<file path="config.mk">
export PLATFORM = sky130hd
export DESIGN_NAME = processor_pio_master
export DESIGN_NICKNAME = d
export VERILOG_FILES = /design/src/rtl/processor_pio_master.sv
export SDC_FILE = /design/constraint.sdc
export NUM_CORES = 1
export LEC_CHECK = 0
export ABC_AREA = 1
export CORE_MARGIN = 2
export CORE_UTILIZATION = 40
export DETAILED_ROUTE_END_ITERATION = 8
export GPL_TIMING_DRIVEN = 0
export PLACE_DENSITY = 0.93
export SYNTH_ARGS = -nofsm -noshare
export SYNTH_HDL_FRONTEND = slang
export SYNTH_SLANG_ARGS = --single-unit
</file>
<file path="constraint.sdc">
create_clock -name clk -period 3.1 [get_ports clk]
set_clock_uncertainty 0.15 [all_clocks]
set_input_delay 0.465 -clock clk [delete_from_list [all_inputs] [get_ports clk]]
set_output_delay 0.465 -clock clk [all_outputs]
set_load 0.01 [all_outputs]
</file>
<file path="src/rtl/processor_pio_master.sv">
// Avalon-MM PIO master: writes take 2 cycles, read response at handshake+2+READ_LATENCY, cmd_ready low while busy.
// Define PROCESSOR_PIO_MASTER_POLL_EN to add autonomous address-0 polling every POLL_PERIOD cycles.
module processor_pio_master #(
  parameter int READ_LATENCY = 1,
  parameter int POLL_PERIOD  = 1024
) (
  input  logic        clk,
  input  logic        reset,
  input  logic        cmd_valid,
  output logic        cmd_ready,
  input  logic        cmd_write,
  input  logic [1:0]  cmd_address,
  input  logic [31:0] cmd_writedata,
  output logic        rsp_valid,
  output logic [31:0] rsp_readdata,
  output logic [1:0]  avm_address,
  output logic        avm_chipselect,
  output logic        avm_write_n,
  output logic [31:0] avm_writedata,
  input  logic [31:0] avm_readdata,
  output logic [31:0] poll_data,
  output logic        poll_change
);

  localparam logic [2:0] S_IDLE  = 3'd0;
  localparam logic [2:0] S_WRITE = 3'd1;
  localparam logic [2:0] S_READ  = 3'd2;
  localparam logic [2:0] S_WAIT  = 3'd3;
`ifdef PROCESSOR_PIO_MASTER_POLL_EN
  localparam logic [2:0] S_POLL  = 3'd4;
`endif

  // WAIT counts down from READ_LATENCY-1 to 0, so it lasts exactly READ_LATENCY cycles
  localparam logic [2:0] WAIT_RELOAD = 3'(READ_LATENCY - 1);

  logic [2:0]  r_state;
  logic [2:0]  w_next_state;
  logic [2:0]  r_wait_cnt;
  logic        r_rsp_valid;
  logic [31:0] r_rsp_readdata;
  logic        r_avm_cs;
  logic        r_avm_wn;
  logic [1:0]  r_avm_addr;
  logic [31:0] r_avm_wdata;
  logic        w_accept;
  logic        w_read_done;
  logic        w_wait_is_poll;
`ifdef PROCESSOR_PIO_MASTER_POLL_EN
  localparam logic [15:0] POLL_LAST = 16'(POLL_PERIOD - 1);
  logic [15:0] r_poll_cnt;
  logic        r_is_poll;
  logic [31:0] r_poll_data;
  logic        r_poll_change;
  logic        w_poll_due;
  logic        w_start_poll;
`endif

  assign cmd_ready   = (r_state == S_IDLE) && !reset;
  assign w_accept    = cmd_valid && cmd_ready;
  assign w_read_done = (r_state == S_WAIT) && (r_wait_cnt == 3'd0);

  always_comb begin
    w_next_state = r_state;
    case (r_state)
      S_IDLE: begin
        if (w_accept) begin
          w_next_state = cmd_write ? S_WRITE : S_READ;
        end
`ifdef PROCESSOR_PIO_MASTER_POLL_EN
        else if (w_start_poll) begin
          w_next_state = S_POLL;
        end
`endif
      end
      S_WRITE: w_next_state = S_IDLE;
      S_READ:  w_next_state = S_WAIT;
`ifdef PROCESSOR_PIO_MASTER_POLL_EN
      S_POLL:  w_next_state = S_WAIT;
`endif
      S_WAIT: begin
        if (r_wait_cnt == 3'd0) begin
          w_next_state = S_IDLE;
        end
      end
      default: w_next_state = S_IDLE;
    endcase
  end

  // Bus strobes are computed from the transition so they are registered yet aligned with WRITE/READ/POLL
  always_ff @(posedge clk) begin
    if (reset) begin
      r_state        <= S_IDLE;
      r_wait_cnt     <= 3'd0;
      r_rsp_valid    <= 1'b0;
      r_rsp_readdata <= 32'd0;
      r_avm_cs       <= 1'b0;
      r_avm_wn       <= 1'b1;
      r_avm_addr     <= 2'd0;
      r_avm_wdata    <= 32'd0;
    end else begin
      r_state     <= w_next_state;
      r_rsp_valid <= 1'b0;
      r_avm_cs    <= 1'b0;
      r_avm_wn    <= 1'b1;
      if (w_accept) begin
        r_avm_cs   <= 1'b1;
        r_avm_addr <= cmd_address;
        if (cmd_write) begin
          r_avm_wn    <= 1'b0;
          r_avm_wdata <= cmd_writedata;
        end else begin
          r_wait_cnt <= WAIT_RELOAD;
        end
      end
`ifdef PROCESSOR_PIO_MASTER_POLL_EN
      else if (w_start_poll) begin
        r_avm_cs   <= 1'b1;
        r_avm_addr <= 2'd0;
        r_wait_cnt <= WAIT_RELOAD;
      end
`endif
      if ((r_state == S_WAIT) && (r_wait_cnt != 3'd0)) begin
        r_wait_cnt <= r_wait_cnt - 3'd1;
      end
      if (w_read_done && !w_wait_is_poll) begin
        r_rsp_valid    <= 1'b1;
        r_rsp_readdata <= avm_readdata;
      end
    end
  end

`ifdef PROCESSOR_PIO_MASTER_POLL_EN
  assign w_poll_due     = (r_poll_cnt == POLL_LAST);
  // A pending command wins; the counter stays saturated so the poll is only deferred
  assign w_start_poll   = (r_state == S_IDLE) && !cmd_valid && w_poll_due;
  assign w_wait_is_poll = r_is_poll;

  always_ff @(posedge clk) begin
    if (reset) begin
      r_poll_cnt    <= 16'd0;
      r_is_poll     <= 1'b0;
      r_poll_data   <= 32'd0;
      r_poll_change <= 1'b0;
    end else begin
      r_poll_change <= 1'b0;
      if (w_start_poll) begin
        r_poll_cnt <= 16'd0;
        r_is_poll  <= 1'b1;
      end else begin
        if (!w_poll_due) begin
          r_poll_cnt <= r_poll_cnt + 16'd1;
        end
        if (w_accept) begin
          r_is_poll <= 1'b0;
        end
      end
      if (w_read_done && r_is_poll) begin
        r_poll_data   <= avm_readdata;
        r_poll_change <= (avm_readdata != r_poll_data);
      end
    end
  end

  assign poll_data   = r_poll_data;
  assign poll_change = r_poll_change;
`else
  assign w_wait_is_poll = 1'b0;
  assign poll_data      = 32'd0;
  assign poll_change    = 1'b0;
`endif

  assign rsp_valid      = r_rsp_valid;
  assign rsp_readdata   = r_rsp_readdata;
  assign avm_address    = r_avm_addr;
  assign avm_chipselect = r_avm_cs;
  assign avm_write_n    = r_avm_wn;
  assign avm_writedata  = r_avm_wdata;

endmodule

</file>
==> PnR_summary.wiki, run 1 <==
{| class="wikitable"
! Metric !! Value
|-
| Top post-synthesis cells by count || dfxtp_1, nand2_1, a21oi_1, inv_1
|-
| Number of storage elements in the synthesis netlist || 74
|-
| Grt ovf || 0
|-
| Average detailed-routed wire length per instance || 12.4 um
|-
| Die Area || 7930 um^2
|-
| Worst Reg-to-Reg Cells || 8
|-
| Fraction of layout cells with a size suffix above 1 || 11.7%
|-
| DP Wirelength || 6350 um
|-
| Worst path arrival time || 2000 ps
|-
| Placeable Area || 7140 um^2
|-
| Average footprint of a synthesized cell || 8.06 um^2
|-
| Number of sinks driven by the clock tree || 74
|-
| Number of nets at the end of the flow || 613
|-
| Status || finished, final reports clean
|-
| Portion of the post-synthesis area used by sequential elements || 51.2%
|-
| Total leakage power || 1.83 nW
|-
| Number of placed instances, taps included || 629
|-
| Comb power frac || 12.8%
|-
| Number of distinct library cell variants in the gate-level netlist after synthesis || 21
|-
| Setup repair after global routing missed its margin || no
|-
| Clock insertion delay at the later pin of the skew report || 340 ps
|-
| Clock tree from TritonCTS || built
|-
| Kind of end point of the critical path || output port
|-
| Fin cells || 645
|-
| CTS buffer count || 9
|-
| Reported net switching power || 0.477 mW
|-
| Switching share of total power || 22.2%
|-
| Reg-to-Reg Start || r_wait_cnt[0]$_SDFFE_PP0P_
|-
| Number of enable flip-flop cells after synthesis || 0
|-
| IO Port Bufs || 139
|-
| Syn Std Cell Area || 2900 um^2
|-
| Clock share of power || 41.4%
|-
| Global-route wire length before repair || 11800 um
|-
| Die boundary width || 89.1 um
|-
| Placed cell areas || 4530 um^2
|-
| Critical-path maximum fanout || 10
|-
| Clock root buffer || clkbuf_8
|-
| Antenna violations before repair || 0
|-
| Max-cap viol count || 0
|-
| Leading area contributor after synthesis || dfxtp_1
|-
| Worst hold path startpoint || rsp_readdata[3]$_SDFFE_PP0P_
|-
| Site row count || 31
|-
| Fraction of synthesis flops using an asynchronous set or reset pin || 0%
|-
| Final routed wirelength across all metal layers || 7980 um
|-
| Total GRT Usage || 19.8%
|-
| Via Count || 2848
|-
| First drt pass iteration count || 6
|-
| Portion of the clock cycle consumed by the worst path in the final layout || 84.4%
|-
| Internal power consumption || 1.67 mW
|-
| Required time at the worst-slack endpoint || 2480 ps
|-
| Worst slack after detailed placement || 474 ps
|-
| Post-Route Utilization || 66.8%
|-
| Final hold slack || 297 ps
|-
| Type of origin of the critical path || input port
|-
| Number of global-route vias before repair || 2667
|-
| Post-cts repair resize count || 0
|-
| Layout area overhead || 64.8%
|-
| RePlAce Congestion || 0.763
|-
| Starting density of the core || 40.6%
|-
| Count of antenna-violating nets left after detailed routing || 0
|-
| Total I/O pin count || 173
|-
| Post-CTS clock slew at the launch and capture registers of the worst setup and hold paths || 80 ps
|-
| Final setup violating endpoints || 0
|-
| Reg-to-reg setup timing slack || 1290 ps
|-
| Setup ws final || 482 ps
|-
| Largest net degree at the start of global routing || 14
|-
| Critical path class || in2out
|-
| Warnings from Yosys || 0
|-
| Post-Layout Inst Area || 4770 um^2
|-
| Hold Path Stages || 2
|-
| Maximum clock insertion buffer count || 2
|-
| Largest cells by area after synthesis || dfxtp_1, a21oi_1, nand2_1, buf_4, o21ai_0
|-
| Peak VDD IR || 0.000355 V
|-
| Max Clk Rate || 382 MHz
|-
| Overall die height || 89.1 um
|-
| Tmin final || 2620 ps
|-
| Fraction of power consumed by sequential logic || 45.8%
|-
| Fillers || 574
|-
| Reg-to-Reg End || rsp_readdata[19]$_SDFFE_PP0P_
|-
| Total power || 2.15 mW
|-
| Clock H-tree levels || 3
|-
| Cell with the most instances after synthesis || dfxtp_1
|-
| Cells after synthesis || 359
|-
| DRC violation count after routing || 0
|-
| Number of slew-limit violations in the final report || 0
|-
| Areal power density over the cells || 451 nW/um^2
|-
| Hold Fails Final Rpt || 0
|-
| Average via count per standard cell || 4.42
|-
| Post-CTS Hold Buffers || 0
|-
| Min-Delay Path Class || reg2reg
|-
| Accumulated negative setup slack || 0 ps
|-
| End of the worst hold path || rsp_readdata[3]$_SDFFE_PP0P_
|-
| Most used flip-flop cell after synthesis || dfxtp_1
|-
| Diode count || 0
|-
| Number of DRC markers after the initial detailed-route iteration || 81
|-
| Post-CTS setup buffer count || 0
|-
| Share of Yosys cell area claimed by the top area cell type || 51.2%
|}
-- worst max-delay path, stage by stage --
cell and delay (ps):
clkdlybuf4s50_1 450, buf_1 260, nor3_1 250, clkdlybuf4s50_1 590
-- placed cells by master, fill, tap and decap left out --
master	count
clkdlybuf4s50_1	139
dfxtp_1	74
nand2_1	72
a21oi_1	71
inv_1	39
o21ai_0	33
buf_4	33
conb_1	33
clkbuf_8	9
buf_2	7
clkbuf_1	7
nand3_1	4
buf_6	3
bufinv_16	3
buf_1	2
inv_2	2
nor2_1	2
or2_0	2
clkbuf_2	2
ha_1	2
nor3_1	1
nor2_4	1
nand4_4	1
nand4_1	1
clkinv_2	1
inv_6	1
clkinv_4	1
-- kinds of logic (layout without fill, tap and decap cells) --
group                      Yosys count  in the layout  synth area share (%)
adders and majority gates            2              2                 0.864
buffers and inverters               94            249                  17.6
other                                1             33                 0.130
and+or+nand+nor                     84             84                  12.2
AOI/OAI and AO/OA                  104            104                  18.0
DFF                                 74             74                  51.2
-- worst max path at each step --
stage                                          start                       endpoint  slack (ps)  cells after the start
after floorplan           r_wait_cnt[0]$_SDFFE_PP0P_  rsp_readdata[26]$_SDFFE_PP0P_        1570                      8
after global placement                         reset                      cmd_ready         490                      4
after detailed placement                       reset                      cmd_ready         470                      4
after CTS                                      reset                      cmd_ready         460                      4
after global routing                           reset                      cmd_ready         370                      4
final                                          reset                      cmd_ready         480                      4
-- flip-flops by register name, summed over array words and instances (netlist names) --
register and count:
avm_address 2, avm_chipselect 1, avm_write_n 1, avm_writedata 32
r_state 2, r_wait_cnt 3, rsp_readdata 32, rsp_valid 1
-- cell type report --
| cell class | instances | area, um^2 | share of cell area, % |
|---|---|---|---|
| flip-flops and latches | 74 | 1480 | 31.1 |
| repair buffers | 139 | 1390 | 29.2 |
| multi-input cells | 223 | 1020 | 21.5 |
| plain buffers | 53 | 357 | 7.47 |
| inverters | 41 | 154 | 3.23 |
| clock buffers | 10 | 128 | 2.68 |
| well taps | 99 | 124 | 2.60 |
| clock inverters | 6 | 113 | 2.36 |
-- routing by layer --
layer	wire length [um]	global-route usage, %
met5	0	0
met3	927	10.6
met1	2890	19.0
met4	133	6.78
met2	4030	36.0
-- power by group through the flow --
| stage | combinational, mW | sequential (mW) | clock, mW |
|---|---|---|---|
| final | 0.276 | 0.985 | 0.891 |
| after global routing | 0.301 | 0.988 | 0.947 |
| after CTS | 0.275 | 0.986 | 0.911 |
| after detailed placement | 0.274 | 1.01 | 0 |
| after global placement | 0.269 | 1.01 | 0 |
| after floorplan | 0.112 | 1.02 | 0 |
No activity file was read; power rests on OpenSTA's default activity.
==> run 2: changes to the inputs <==
CORE_UTILIZATION = 37   (was 40)
PLACE_DENSITY = 0.87   (was 0.93)
clock period = 2.75 ns   (was 3.1 ns; I/O delays follow)
==> PnR_summary.wiki, run 2 (synthesis results as in run 1) <==
{| class="wikitable"
! Metric !! Value
|-
| Layout area overhead || 63.9%
|-
| Die boundary width || 92.5 um (+3.8%)
|-
| Critical path class || in2out
|-
| Kind of end point of the critical path || output port
|-
| Number of placed instances, taps included || 632 (+0.48%)
|-
| Accumulated negative setup slack || 0 ps (unchanged)
|-
| Areal power density over the cells || 486 nW/um^2 (+7.7%)
|-
| Average detailed-routed wire length per instance || 12.3 um (-0.34%)
|-
| Global-route wire length before repair || 12400 um (+5.1%)
|-
| Critical-path maximum fanout || 10 (unchanged)
|-
| Number of sinks driven by the clock tree || 74 (unchanged)
|-
| IO Port Bufs || 139 (unchanged)
|-
| RePlAce Congestion || 0.766 (+0.35%)
|-
| Fin cells || 648 (+0.47%)
|-
| Portion of the clock cycle consumed by the worst path in the final layout || 90.4%
|-
| Fraction of met3 tracks used by global routing || 6.83% (-3.8 points)
|-
| Type of origin of the critical path || input port
|-
| Overall die height || 92.5 um (+3.8%)
|-
| Total leakage power || 1.81 nW (-0.95%)
|-
| Min-Delay Path Class || reg2reg
|-
| Diode count || 0 (unchanged)
|-
| Grt ovf || 0 (unchanged)
|-
| Largest net degree at the start of global routing || 15 (+1)
|-
| Required time at the worst-slack endpoint || 2190 ps (-290 ps)
|-
| Setup repair after global routing missed its margin || no
|-
| Count of antenna-violating nets left after detailed routing || 0 (unchanged)
|-
| Post-CTS setup buffer count || 0 (unchanged)
|-
| Total GRT Usage || 18.4% (-1.4 points)
|-
| Total I/O pin count || 173 (unchanged)
|-
| CTS buffer count || 9 (unchanged)
|-
| Peak VDD IR || 0.000257 V (-28%)
|-
| DRC violation count after routing || 0 (unchanged)
|-
| DP Wirelength || 6220 um (-2.1%)
|-
| Max Clk Rate || 402 MHz
|-
| Post-cts repair resize count || 0 (unchanged)
|-
| Placeable Area || 7650 um^2 (+7.2%)
|-
| Final setup violating endpoints || 0 (unchanged)
|-
| Tmin final || 2490 ps
|-
| Fillers || 644 (+12%)
|-
| Hold Fails Final Rpt || 0 (unchanged)
|-
| Grt met2 use || 32.8% (-3.2 points)
|-
| Average via count per standard cell || 4.33 (-2.0%)
|-
| Number of nets at the end of the flow || 613 (unchanged)
|-
| Site row count || 32 (+3.2%)
|-
| Worst setup path startpoint || reset
|-
| Global-route met1 utilization || 20.6% (+1.6 points)
|-
| Fraction of layout cells with a size suffix above 1 || 11.9% (+0.18 points)
|-
| Clock H-tree levels || 3 (unchanged)
|-
| Number of slew-limit violations in the final report || 0 (unchanged)
|-
| Gr busiest metal || met2
|-
| Worst hold path startpoint || rsp_readdata[27]$_SDFFE_PP0P_
|-
| Starting density of the core || 37.9% (-2.7 points)
|-
| Die Area || 8550 um^2 (+7.7%)
|-
| Status || finished, final reports clean
|-
| Combined flip-flop and latch cell area || 1480 um^2 (unchanged)
|-
| Post-CTS clock slew at the launch and capture registers of the worst setup and hold paths || 90 ps (about the same)
|-
| Reg-to-Reg Start || r_wait_cnt[0]$_SDFFE_PP0P_
|-
| Via Count || 2803 (-1.6%)
|-
| Clock root buffer || clkbuf_8
|-
| Clock tree from TritonCTS || built
|-
| Commonest cells after routing, fill and taps aside || clkdlybuf4s50_1, dfxtp_1, nand2_1, a21oi_1, inv_1
|-
| Antenna violations before repair || 0 (unchanged)
|-
| Max-cap viol count || 0 (unchanged)
|-
| Maximum clock insertion buffer count || 2 (unchanged)
|-
| First drt pass iteration count || 4 (-2)
|-
| Most common library cell in the layout ignoring fill and taps || clkdlybuf4s50_1
|-
| Clock insertion delay at the later pin of the skew report || 350 ps (about the same)
|-
| Final routed wirelength across all metal layers || 7990 um (+0.13%)
|-
| Number of global-route vias before repair || 2640 (-1.0%)
|-
| Number of DRC markers after the initial detailed-route iteration || 83 (+2.5%)
|-
| Area taken by multi-input logic gates || 1020 um^2 (unchanged)
|-
| Post-CTS Hold Buffers || 0 (unchanged)
|-
| Worst path arrival time || 1920 ps (-80 ps)
|}
run 2: worst paths after layout:
kind / end / slack, ps / depth (start not counted)
worst max register to register: rsp_readdata[8]$_SDFFE_PP0P_ / 950 / 8
worst max-delay path: cmd_ready / 260 / 4
worst min register to register: rsp_readdata[27]$_SDFFE_PP0P_ / 300 / 2
worst min-delay path: rsp_readdata[27]$_SDFFE_PP0P_ / 300 / 2
run 2: power by group:
| part | switching [mW] | internal (mW) |
|---|---|---|
| registers | 0.0145 | 1.10 |
| logic | 0.125 | 0.186 |
| clock network | 0.430 | 0.453 |
| total | 0.569 | 1.74 |
run 2: metrics by stage:
stage	power (mW)	hold slack, ps	util [%]	worst slack, ps	area [um^2]
after global placement	1.44	280	59.3	214	4530
after detailed placement	1.44	285	59.3	218	4530
final	2.30	298	62.0	264	4740
after global routing	2.41	322	62.0	117	4740
after CTS	2.33	299	62.0	206	4740
after floorplan	1.27	276	-	1220	3020
run 2: layout make-up:
class / instances / share of cell area (%)
plain buffers: 53 / 7.52
well taps: 102 / 2.69
inverters: 41 / 3.24
clock inverters: 6 / 1.53
flip-flops and latches: 74 / 31.2
multi-input cells: 223 / 21.6
clock buffers: 10 / 2.90
repair buffers: 139 / 29.3
run 2: metal layers:
layer | share of wire, % | vias up
li1 | - | 1440
met2 | 49 | 126
met5 | 0 | -
met1 | 41 | 1229
met4 | 0.79 | 0
met3 | 8.9 | 8
run 2: critical path, cell delays in order:
cell,delay [ps]
clkdlybuf4s50_1,500
buf_1,390
nor3_1,100
clkdlybuf4s50_1,510
==> run 3: changes to the inputs <==
CTS_CLUSTER_DIAMETER = 200   (was not set)
==> results of run 3 <==
Final layout, timing and power as in run 2 (identical DEF).
